### src/rtl/word_to_byte_serializer_if.sv
// Word-in / byte-out handshake bundle for word_to_byte_serializer.
// The 'slave' modport is the serializer's own view; 'master' is the
// environment that supplies words and consumes bytes.
interface word_to_byte_serializer_if #(
  parameter int NBYTES = 2
);
  // Word side
  logic                  word_dv;
  logic [8*NBYTES-1:0]   word;
  logic                  word_ready;
  // Byte side ('byte' is a keyword, so the data lane is byte_data)
  logic                  byte_dv;
  logic [7:0]            byte_data;
  logic                  byte_last;
  logic                  byte_ready;
  // Overrun status
  logic                  ovr;
  logic                  ovr_clr;

  modport master (
    output word_dv, word, byte_ready, ovr_clr,
    input  word_ready, byte_dv, byte_data, byte_last, ovr
  );

  modport slave (
    input  word_dv, word, byte_ready, ovr_clr,
    output word_ready, byte_dv, byte_data, byte_last, ovr
  );
endinterface

### src/rtl/word_to_byte_serializer.sv
// Serialises NBYTES*8-bit words into bytes for the UART transmitter.
// A single holding register accepts the next word while the current one
// is being shifted out, so consecutive words leave with no byte_dv gap.
// Words offered while the holding register is full are dropped and
// flagged on the sticky ovr output.
module word_to_byte_serializer #(
  parameter int NBYTES    = 2,
  parameter bit MSB_FIRST = 1'b0
) (
  input  logic                          clk,
  input  logic                          rst,   // asynchronous, active low
  input  logic                          ce,
  word_to_byte_serializer_if.slave      bus
);

  localparam int                WORD_W   = 8 * NBYTES;
  localparam int                CNT_W    = $clog2(NBYTES);
  localparam logic [CNT_W-1:0]  LAST_CNT = CNT_W'(NBYTES - 1);

  typedef enum logic {
    IDLE,   // shifter empty, byte_dv low
    SHIFT   // shifter holds a word; cnt = bytes already sent
  } state_t;

  state_t             state, state_n;
  logic [CNT_W-1:0]   cnt, cnt_n, cnt_inc;
  logic [WORD_W-1:0]  shreg, shreg_n;
  logic [WORD_W-1:0]  hold, hold_n;
  logic               hold_full, hold_full_n;
  logic               byte_dv_q, byte_dv_n;
  logic [7:0]         byte_q, byte_n;
  logic               last_q, last_n;
  logic               ovr_q, ovr_n;

  logic               accept;
  logic               xfer;
  logic               ovr_set;

  // Byte k of a word in the configured transmission order.
  function automatic logic [7:0] pick_byte(input logic [WORD_W-1:0] w,
                                           input logic [CNT_W-1:0]  k);
    int idx;
    idx = MSB_FIRST ? (NBYTES - 1 - int'(k)) : int'(k);
    return w[8*idx +: 8];
  endfunction

  // Ready depends only on registered state; it is forced low in reset and
  // when the clock enable freezes the block.
  assign bus.word_ready = ce & ~hold_full & rst;

  assign accept  = ce & bus.word_dv & bus.word_ready;
  assign xfer    = ce & byte_dv_q & bus.byte_ready;
  assign cnt_inc = cnt + 1'b1;

  // A word arriving while the holding register is occupied is lost.
  assign ovr_set = ce & bus.word_dv & hold_full;

  // Next-state and datapath decode for the shifter / holding register.
  always_comb begin
    // NOTE: every variable gets its hold value first, so no path can leave
    // one unassigned and infer a latch.
    state_n     = state;
    cnt_n       = cnt;
    shreg_n     = shreg;
    hold_n      = hold;
    hold_full_n = hold_full;
    byte_dv_n   = byte_dv_q;
    byte_n      = byte_q;
    last_n      = last_q;

    unique case (state)
      IDLE: begin
        if (accept) begin
          shreg_n   = bus.word;
          cnt_n     = '0;
          byte_dv_n = 1'b1;
          byte_n    = pick_byte(bus.word, '0);
          last_n    = 1'b0;
          state_n   = SHIFT;
        end
      end

      SHIFT: begin
        if (xfer && cnt == LAST_CNT) begin
          if (hold_full) begin
            // Refill from the holding register; byte_dv stays high.
            shreg_n     = hold;
            hold_full_n = 1'b0;
            cnt_n       = '0;
            byte_n      = pick_byte(hold, '0);
            last_n      = 1'b0;
          end else if (accept) begin
            // Word arriving exactly on the last byte goes straight in.
            shreg_n = bus.word;
            cnt_n   = '0;
            byte_n  = pick_byte(bus.word, '0);
            last_n  = 1'b0;
          end else begin
            byte_dv_n = 1'b0;
            byte_n    = 8'h00;
            last_n    = 1'b0;
            cnt_n     = '0;
            state_n   = IDLE;
          end
        end else begin
          if (xfer) begin
            cnt_n  = cnt_inc;
            byte_n = pick_byte(shreg, cnt_inc);
            last_n = (cnt_inc == LAST_CNT);
          end
          if (accept) begin
            hold_n      = bus.word;
            hold_full_n = 1'b1;
          end
        end
      end

      default: state_n = IDLE;
    endcase
  end

  // Sticky overrun: a simultaneous set and clear leaves it set.
  always_comb begin
    ovr_n = ovr_set | (ovr_q & ~(ce & bus.ovr_clr));
  end

  // State register; reset discards both the shifting and the held word.
  always_ff @(posedge clk or negedge rst) begin
    if (!rst) begin
      // NOTE: sequential state uses non-blocking assignments so every
      // register samples pre-edge values regardless of statement order.
      state     <= IDLE;
      cnt       <= '0;
      shreg     <= '0;
      hold      <= '0;
      hold_full <= 1'b0;
      byte_dv_q <= 1'b0;
      byte_q    <= 8'h00;
      last_q    <= 1'b0;
      ovr_q     <= 1'b0;
    end else begin
      state     <= state_n;
      cnt       <= cnt_n;
      shreg     <= shreg_n;
      hold      <= hold_n;
      hold_full <= hold_full_n;
      byte_dv_q <= byte_dv_n;
      byte_q    <= byte_n;
      last_q    <= last_n;
      ovr_q     <= ovr_n;
    end
  end

  assign bus.byte_dv   = byte_dv_q;
  assign bus.byte_data = byte_q;
  assign bus.byte_last = last_q;
  assign bus.ovr       = ovr_q;

endmodule

### src/flat_wrapper.sv
// flat-port wrapper written by rule: the top's interface ports become plain ports
module word_to_byte_serializer_flat 
#(
  parameter int NBYTES    = 2,
  parameter bit MSB_FIRST = 1'b0
)
  (clk, rst, ce, bus_word_dv, bus_word, bus_byte_ready, bus_ovr_clr, bus_word_ready, bus_byte_dv, bus_byte_data, bus_byte_last, bus_ovr);
  word_to_byte_serializer_if #(.NBYTES(NBYTES)) bus_i ();
  input  logic clk;
  input  logic rst;
  input  logic ce;
  input wire logic [$bits(bus_i.word_dv)-1:0] bus_word_dv;
  input wire logic [$bits(bus_i.word)-1:0] bus_word;
  input wire logic [$bits(bus_i.byte_ready)-1:0] bus_byte_ready;
  input wire logic [$bits(bus_i.ovr_clr)-1:0] bus_ovr_clr;
  output wire logic [$bits(bus_i.word_ready)-1:0] bus_word_ready;
  output wire logic [$bits(bus_i.byte_dv)-1:0] bus_byte_dv;
  output wire logic [$bits(bus_i.byte_data)-1:0] bus_byte_data;
  output wire logic [$bits(bus_i.byte_last)-1:0] bus_byte_last;
  output wire logic [$bits(bus_i.ovr)-1:0] bus_ovr;
  assign bus_i.word_dv = bus_word_dv;
  assign bus_i.word = bus_word;
  assign bus_i.byte_ready = bus_byte_ready;
  assign bus_i.ovr_clr = bus_ovr_clr;
  assign bus_word_ready = bus_i.word_ready;
  assign bus_byte_dv = bus_i.byte_dv;
  assign bus_byte_data = bus_i.byte_data;
  assign bus_byte_last = bus_i.byte_last;
  assign bus_ovr = bus_i.ovr;
  word_to_byte_serializer #(.NBYTES(NBYTES), .MSB_FIRST(MSB_FIRST)) u_core (.clk(clk), .rst(rst), .ce(ce), .bus(bus_i));
endmodule
### config.mk
export PLATFORM = sky130hd
export DESIGN_NAME = word_to_byte_serializer_flat
export DESIGN_NICKNAME = d
export VERILOG_FILES = /design/src/rtl/word_to_byte_serializer_if.sv /design/src/rtl/word_to_byte_serializer.sv /design/src/flat_wrapper.sv
export SDC_FILE = /design/constraint.sdc
export NUM_CORES = 1
export LEC_CHECK = 0
export CORE_ASPECT_RATIO = 1.5
export CORE_UTILIZATION = 30
export DETAILED_ROUTE_END_ITERATION = 8
export SYNTH_ARGS = -nofsm -noshare
export SYNTH_HDL_FRONTEND = slang
export SYNTH_SLANG_ARGS = --single-unit
### constraint.sdc
create_clock -name clk -period 1.8 [get_ports clk]
set_input_delay 0.36 -clock clk [delete_from_list [all_inputs] [get_ports clk]]
set_output_delay 0.36 -clock clk [all_outputs]
set_load 0.01 [all_outputs]
==> results.sh, run 1 <==
export IMPL_worst_pin_slew_ns=0.4641
export IMPL_number_of_global_route_vias_before_repair=1432
export IMPL_rsz_0062_raised_after_global_routing="no"
export IMPL_max_cap_viol_count=0
export IMPL_report_final_slew_viol_count=0
export IMPL_die_area_mm2=0.006249
export IMPL_post_placement_setup_slack_ns=-0.1557
export IMPL_cell_type_with_the_largest_total_area_after_synthesis="sky130_fd_sc_hd__dfrtp_1"
export IMPL_synth_top_cells_by_area="sky130_fd_sc_hd__dfrtp_1, sky130_fd_sc_hd__mux2_4, sky130_fd_sc_hd__o22ai_1"
export IMPL_crit_path_start="ce"
export IMPL_cts_htree_levels=2
export IMPL_die_height_um=96.32
export IMPL_number_of_buffers_created_by_cts=5
export IMPL_cts_root_buffer="sky130_fd_sc_hd__clkbuf_8"
export IMPL_drt_pass1_iterations=4
export IMPL_hold_slack_ns=0.05719
export IMPL_area_growth_pct=37.13
export IMPL_critical_path_endpoint_type="output port"
export IMPL_wire_length_of_the_first_global_routing_pass_um=6651
export IMPL_dpl_instance_area_mm2=0.002315
export IMPL_die_width_um=64.88
export IMPL_worst_endpoint_required_ns=1.44
export IMPL_placeableCoreArea_mm2=0.005743
export IMPL_routed_via_density=4.996
export IMPL_totalWireLength_um=3947
export IMPL_n_fill_cell=560
export IMPL_critical_path_class="in -> out"
export IMPL_vdd_ir_drop_worst_uv=356.0
export IMPL_clk_insertion_delay_late_ns=0.29
export IMPL_ff2ff_path_depth=4
export IMPL_hold_viol_final=0
export IMPL_leakagePower_nw=1.061
export IMPL_syn_instance_count=152
export IMPL_antenna_found_initial=0
export IMPL_cts_clk_slew_worst_paths_ns=0.08
export IMPL_post_dp_hpwl_um=2983
export IMPL_post_cts_setup_buffer_count=0
export IMPL_starting_density_pct=30.98
export IMPL_report_final_setup_viol=0
export IMPL_cp_slowest_cell="sky130_fd_sc_hd__clkdlybuf4s50_1"
export IMPL_ys_warn_count=0
export IMPL_min_path_type="in -> async"
export IMPL_arrival_ns=1.32
export IMPL_synth_cell_area_mm2=0.001779
export IMPL_worst_clock_skew_ns=0.006909
export IMPL_gr_total_overflow=0
export IMPL_worst_r2r_startpoint="u_core.state"
export IMPL_startpoint_type="primary input"
export IMPL_outcome="complete, no violations"
export IMPL_finalWeightedCongestion=0.7636
export IMPL_power_total_w=0.002790
export IMPL_synth_net_count=174
export IMPL_worst_path_max_fanout=4
export IMPL_port_buffer_count=33
export IMPL_yosysSeqAreaShare_pct=52.04
export IMPL_floorplan_row_count=34
export IMPL_post_route_drc_count=0
export IMPL_wl_per_cell_um=14.41
export IMPL_finalWorstPathRequiredPeriod_ns=1.682
export IMPL_vias=1369
export IMPL_multi_input_area_um2=773.2
export IMPL_gr_usage_all_layers_pct=14.33
export IMPL_ios=34
export IMPL_power_density_of_the_placed_cells_mw_per_mm2=1143
export IMPL_endpoint="bus_word_ready"
export IMPL_synthDistinctLibCells=31
export IMPL_cts_root_to_sink_buffers=2
export IMPL_delay_of_the_slowest_cell_on_the_worst_path_ns=0.52
export IMPL_post_synth_top_area_fraction_pct=52.04
export IMPL_crit_chain="clkdlybuf4s50_1 > nand2b_1 > nor2_1 > dlygate4sd2_1"
export IMPL_period_share_pct=93.43
export IMPL_detail_route_antenna_nets=0
export IMPL_regToRegEndpoint="u_core.shreg[8]"
export IMPL_max_freq_ghz=0.5946
export IMPL_reg2reg_slack_ns=0.20
export IMPL_fin_ws_ns=0.1182
export IMPL_pin_count_of_the_biggest_net_entering_global_routing=28
export IMPL_syn_area_per_cell_um2=11.71
export IMPL_final_layout_size_suffix_gt1_share_pct=23.76
export IMPL_synth_seq_cells=37
export IMPL_cts_tree="yes"
export IMPL_drt_first_iter_violations=48
export IMPL_sequential_cell_area_um2=925.9
export IMPL_slew_limit_headroom_pct=69.06
export IMPL_final_net_count=223
export IMPL_insertedDiodeCount=0
export IMPL_clkSinkCount=37
export IMPL_final_design_area_no_fill_mm2=0.002440
how the worst min path moves through the flow:
| stage | endpoint |
|---|---|
| 6_report | u_core.hold[5] |
| 4_1_cts | u_core.hold[5] |
| 2_1_floorplan | u_core.bus.byte_data[0] |
| 3_3_place_gp | u_core.bus.ovr |
| 3_5_place_dp | u_core.bus.ovr |
| 5_1_grt | u_core.hold[5] |
stage by stage:
stage / instances / setup TNS (ns) / util (%)
after floorplan: 152 / 0 / -
after detailed placement: 265 / -3.697 / 40.31
after global placement: 265 / -3.084 / 40.31
after global routing: 274 / 0 / 42.48
final: 274 / 0 / 42.48
after CTS: 274 / 0 / 42.48
per-layer routing:
metal  vias to the layer above  global-route usage (%)  share of wire (%)
met4                         0                   8.519                2.7
met2                        32                   24.91                 51
li1                        667                       -                  -
met3                         8                   3.081                3.2
met1                       662                   15.84                 43
met5                         -                       0                  0
critical path: cells and delay by family:
kind	cells	cell delay, ns
buffers and inverters	2	0.79
AND/OR/NAND/NOR	2	0.17
Yosys cell counts, drive strengths merged:
master  number
nand2b       1
a221o        1
mux2i        3
nand2        3
nor3         7
and4b        1
o22ai       15
buf          8
o21ai        2
a22oi        8
clkbuf       3
o21a         7
mux2        16
nand3        3
a31oi        1
inv          2
nand4        2
a41oi        1
a32o         1
nand4b       1
and3         1
nor2        11
a21oi       17
dfrtp       37
logic make-up after synthesis:
| family | synth area share (%) |
|---|---|
| muxes | 13.92 |
| buffers and inverters | 4.501 |
| and+or+nand+nor | 9.635 |
| DFF | 52.04 |
| AOI/OAI and AO/OA | 19.90 |
timing repair:
action,CTS,global route
hold endpoints to repair,1,0
gates resized for setup,1,0
setup endpoints to repair,1,0
hold buffers,1,0
report_power, final:
| part | internal [W] | total, W | switching (W) | leakage, nW |
|---|---|---|---|---|
| Combinational | 0.000491 | 0.000766 | 0.000274 | 0.556 |
| Sequential | 0.00112 | 0.00128 | 0.000163 | 0.446 |
| Clock | 0.000452 | 0.000743 | 0.000291 | 0.0585 |
| Total | 0.00206 | 0.00279 | 0.000729 | 1.06 |
cells in the final DEF, fill, tap and decap left out, types with 6 or more instances in the layout:
master,Yosys,layout
sky130_fd_sc_hd__clkbuf_8,0,6
sky130_fd_sc_hd__a21oi_1,17,17
sky130_fd_sc_hd__a22oi_1,7,7
sky130_fd_sc_hd__o22ai_1,15,15
sky130_fd_sc_hd__dfrtp_1,37,37
sky130_fd_sc_hd__clkdlybuf4s50_1,0,31
sky130_fd_sc_hd__o21a_1,7,7
sky130_fd_sc_hd__nor3_1,7,7
sky130_fd_sc_hd__mux2_4,10,10
sky130_fd_sc_hd__buf_4,1,15
sky130_fd_sc_hd__mux2_2,6,6
sky130_fd_sc_hd__nor2_1,11,11
state kept, by name, indices dropped and copies added, names as in the netlist:
register              count
u_core.bus.byte_data      8
u_core.cnt                1
u_core.hold              16
u_core.state              1
u_core.bus.byte_dv        1
u_core.hold_full          1
u_core.bus.ovr            1
u_core.shreg              8
area by class of cell:
class                      count  share of cell area (%)
sequential                    37                   37.95
multi-input combinational    102                   31.69
timing repair buffer          53                   21.59
tap                           72                   3.692
clock buffer                   7                   3.538
clock inverter                 1                   1.231
inverter                       2                  0.3077
Power figures use the tool's default switching activity.
==> inputs of run 2 (changes only) <==
--- a/config.mk
+++ b/config.mk
@@ -7,6 +7,7 @@
 export LEC_CHECK = 0
 export CORE_ASPECT_RATIO = 1.5
 export CORE_UTILIZATION = 30
+export CTS_CLUSTER_DIAMETER = 60
 export DETAILED_ROUTE_END_ITERATION = 8
 export SYNTH_ARGS = -nofsm -noshare
 export SYNTH_HDL_FRONTEND = slang
==> results of run 2 <==
No change in the layout: final DEF, timing and power equal those of run 1.
==> inputs of run 3 (changes only) <==
--- a/config.mk
+++ b/config.mk
@@ -5,8 +5,9 @@
 export SDC_FILE = /design/constraint.sdc
 export NUM_CORES = 1
 export LEC_CHECK = 0
+export ABC_AREA = 1
 export CORE_ASPECT_RATIO = 1.5
-export CORE_UTILIZATION = 30
+export CORE_UTILIZATION = 29
 export CTS_CLUSTER_DIAMETER = 60
 export DETAILED_ROUTE_END_ITERATION = 8
 export SYNTH_ARGS = -nofsm -noshare
==> run 3 against run 2 <==
Compared with the run above:
- global-route usage increased by 0.20 points
- die area up 43%
- cell count is 75% higher
- largest cell class unchanged
- largest power group is now clock
==> results.sh, run 3 <==
export IMPL_outcome="complete, no violations"
export IMPL_post_cts_setup_buffer_count=0
export IMPL_cts_tree="yes"
export IMPL_yosysSeqAreaShare_pct=45.27
export IMPL_synth_top_cells_by_area="sky130_fd_sc_hd__dfrtp_1, sky130_fd_sc_hd__nand2_1, sky130_fd_sc_hd__nand3_1"
export IMPL_synth_net_count=343
export IMPL_ios=34
export IMPL_wl_per_cell_um=12.41
export IMPL_starting_density_pct=29.75
export IMPL_post_placement_setup_slack_ns=-0.1428
export IMPL_crit_buf_inv=1
export IMPL_pin_count_of_the_biggest_net_entering_global_routing=46
export IMPL_post_synth_top_area_fraction_pct=45.27
export IMPL_psw_w=0.0004625
export IMPL_cts_clk_slew_worst_paths_ns=0.06
export IMPL_synthDistinctLibCells=22
export IMPL_layout_cells_most_common="sky130_fd_sc_hd__nand2_1"
export IMPL_wire_length_of_the_first_global_routing_pass_um=10120
export IMPL_combinationalPowerShare_pct=5.4
export IMPL_switching_share_pct=21.13
export IMPL_synth_top_cells_by_count="sky130_fd_sc_hd__nand2_1, sky130_fd_sc_hd__dfrtp_1, sky130_fd_sc_hd__inv_1"
export IMPL_floorplan_row_count=41
export IMPL_power_density_of_the_placed_cells_mw_per_mm2=684.9
export IMPL_startpoint_type="flip-flop"
export IMPL_post_synth_top_count_cell="sky130_fd_sc_hd__nand2_1"
export IMPL_die_height_um=115.4
export IMPL_cts_root_buffer="sky130_fd_sc_hd__clkbuf_16"
export IMPL_power_total_w=0.002189
export IMPL_routed_via_density=4.549
export IMPL_min_path_type="in -> async"
export IMPL_area_growth_pct=28.47
export IMPL_syn_area_per_cell_um2=7.749
export IMPL_critical_path_class="reg -> out"
export IMPL_cellInternalPower_w=0.001726
export IMPL_hold_viol_final=0
export IMPL_rsz_0062_raised_after_global_routing="no"
export IMPL_max_cap_viol_count=0
export IMPL_die_area_mm2=0.008959
export IMPL_critical_path_endpoint_type="output port"
export IMPL_finalWeightedCongestion=0.7744
export IMPL_report_final_setup_viol=0
export IMPL_number_of_enable_flip_flop_cells_after_synthesis=0
export IMPL_post_dp_hpwl_um=4475
export IMPL_period_share_pct=97.06
export IMPL_worst_pin_slew_ns=0.5765
export IMPL_number_of_global_route_vias_before_repair=2138
export IMPL_detail_route_antenna_nets=0
export IMPL_fin_ws_ns=0.05294
export IMPL_clock_power_share_pct=48.3
export IMPL_final_net_count=393
export IMPL_worst_path_max_fanout=4
export IMPL_vias=2179
export IMPL_die_width_um=77.62
export IMPL_totalWireLength_um=5943
export IMPL_critical_path_top_delay_family="buffers and inverters"
export IMPL_port_buffer_count=33
export IMPL_leakagePower_nw=1.546
export IMPL_report_final_slew_viol_count=0
export IMPL_finalWorstPathRequiredPeriod_ns=1.747
export IMPL_post_route_drc_count=0
export IMPL_vdd_ir_drop_worst_uv=321.5
export IMPL_slew_limit_headroom_pct=61.57
export IMPL_clk_insertion_delay_late_ns=0.29
export IMPL_worst_clock_skew_ns=0.005382
export IMPL_layout_common_cells="sky130_fd_sc_hd__nand2_1, sky130_fd_sc_hd__dfrtp_1, sky130_fd_sc_hd__inv_1"
export IMPL_gr_usage_all_layers_pct=14.53
export IMPL_number_of_buffers_created_by_cts=5
export IMPL_worst_endpoint_required_ns=1.44
export IMPL_cell_type_with_the_largest_total_area_after_synthesis="sky130_fd_sc_hd__dfrtp_1"
export IMPL_syn_instance_count=321
export IMPL_crit_chain="nor2_8 > clkdlybuf4s50_1"
export IMPL_drt_pass1_iterations=4
export IMPL_cts_htree_levels=2
export IMPL_synth_seq_cells=45
export IMPL_placeableCoreArea_mm2=0.008362
export IMPL_arrival_ns=1.39
export IMPL_asyncSetResetFlopFracSynth_pct=100.0
export IMPL_sequentialPowerShare_pct=46.4
export IMPL_cts_root_to_sink_buffers=2
export IMPL_delay_of_the_slowest_cell_on_the_worst_path_ns=0.53
export IMPL_synth_cell_area_mm2=0.002487
export IMPL_drt_first_iter_violations=117
export IMPL_ys_warn_count=0
export IMPL_cp_slowest_cell="sky130_fd_sc_hd__clkdlybuf4s50_1"
export IMPL_insertedDiodeCount=0
export IMPL_clkSinkCount=45
export IMPL_antenna_found_initial=0
export IMPL_max_freq_ghz=0.5724
export IMPL_final_layout_size_suffix_gt1_share_pct=14.25
export IMPL_synth_top_flop_cell="sky130_fd_sc_hd__dfrtp_1"
export IMPL_gr_total_overflow=0
## run 3: cell count changes after synthesis, sizes merged, moves of 7 or more
| cell | delta |
|---|---|
| a22oi | -8 |
| buf | +9 |
| dfrtp | +8 |
| inv | +35 |
| mux2 | -16 |
| nand2 | +95 |
| nand3 | +28 |
| nor2 | +14 |
| nor3 | -7 |
| o21a | -7 |
| o21ai | +41 |
| o22ai | -15 |
## run 3: worst paths after layout
| check | depth (start not counted) | startpoint | slack, ns | endpoint |
|---|---|---|---|---|
| max | 2 | u_core.hold_full | 0.05 | bus_word_ready |
| min | 2 | rst | 0.28 | u_core.hold[5] |
| max reg2reg | 6 | u_core.hold_full | 0.32 | u_core.shreg[11] |
| min reg2reg | 2 | u_core.hold[15] | 0.49 | u_core.hold[15] |
| max in group asynchronous | 2 | rst | 1.10 | u_core.cnt |
| min in group clk | 2 | u_core.hold[15] | 0.49 | u_core.hold[15] |
## run 3: cells by family after synthesis
kind of cell	share of synthesized area, %
AOI/OAI and AO/OA	13.48
buffers and inverters	11.07
DFF	45.27
and+or+nand+nor	30.18
## run 3: layout make-up
cell class	instances	area, um2
Clock buffer	5	125.1
Multi-Input combinational cell	222	1086
Clock inverter	3	43.79
Timing Repair Buffer	60	539.3
Sequential cell	45	1129
Inverter	37	138.9
Fill cell	840	5166
Tap cell	107	133.9
## run 3: through the flow
step / hold slack, ns / setup TNS (ns) / std cells / util (%) / area (um2)
6_report: 0.2822 / 0 / 479 / 38.22 / 3196
5_1_grt: 0.3468 / 0 / 479 / 38.22 / 3196
2_1_floorplan: 0.06441 / 0 / 321 / - / 2487
3_5_place_dp: 0.4789 / -2.372 / 471 / 36.18 / 3025
3_3_place_gp: 0.4682 / -1.492 / 471 / 36.18 / 3025
4_1_cts: 0.3166 / 0 / 479 / 38.19 / 3193
## run 3: repair_timing
item / 4_1_cts / 5_1_grt
hold endpoints to repair: 0 / 0
endpoints found under the setup margin: 1 / 2
hold buffers: 0 / 0
gates resized for setup: 1 / 2
cloned: 0 / 0
## run 3: per-layer routing
layer	routed length (um)	global-route usage, %	part of all wire, %
met3	178	2.205	3.0
met2	3162	27.85	53
met4	166	7.170	2.8
met1	2435	15.29	41
met5	0	0	0
## run 3: power groups by stage
stage | clock, W | sequential [W] | combinational, W
2_1_floorplan | 0 | 0.00104 | 0.0000268
3_3_place_gp | 0 | 0.00103 | 0.000120
3_5_place_dp | 0 | 0.00103 | 0.000121
4_1_cts | 0.00109 | 0.00101 | 0.000120
5_1_grt | 0.00112 | 0.00101 | 0.000130
6_report | 0.00106 | 0.00101 | 0.000117
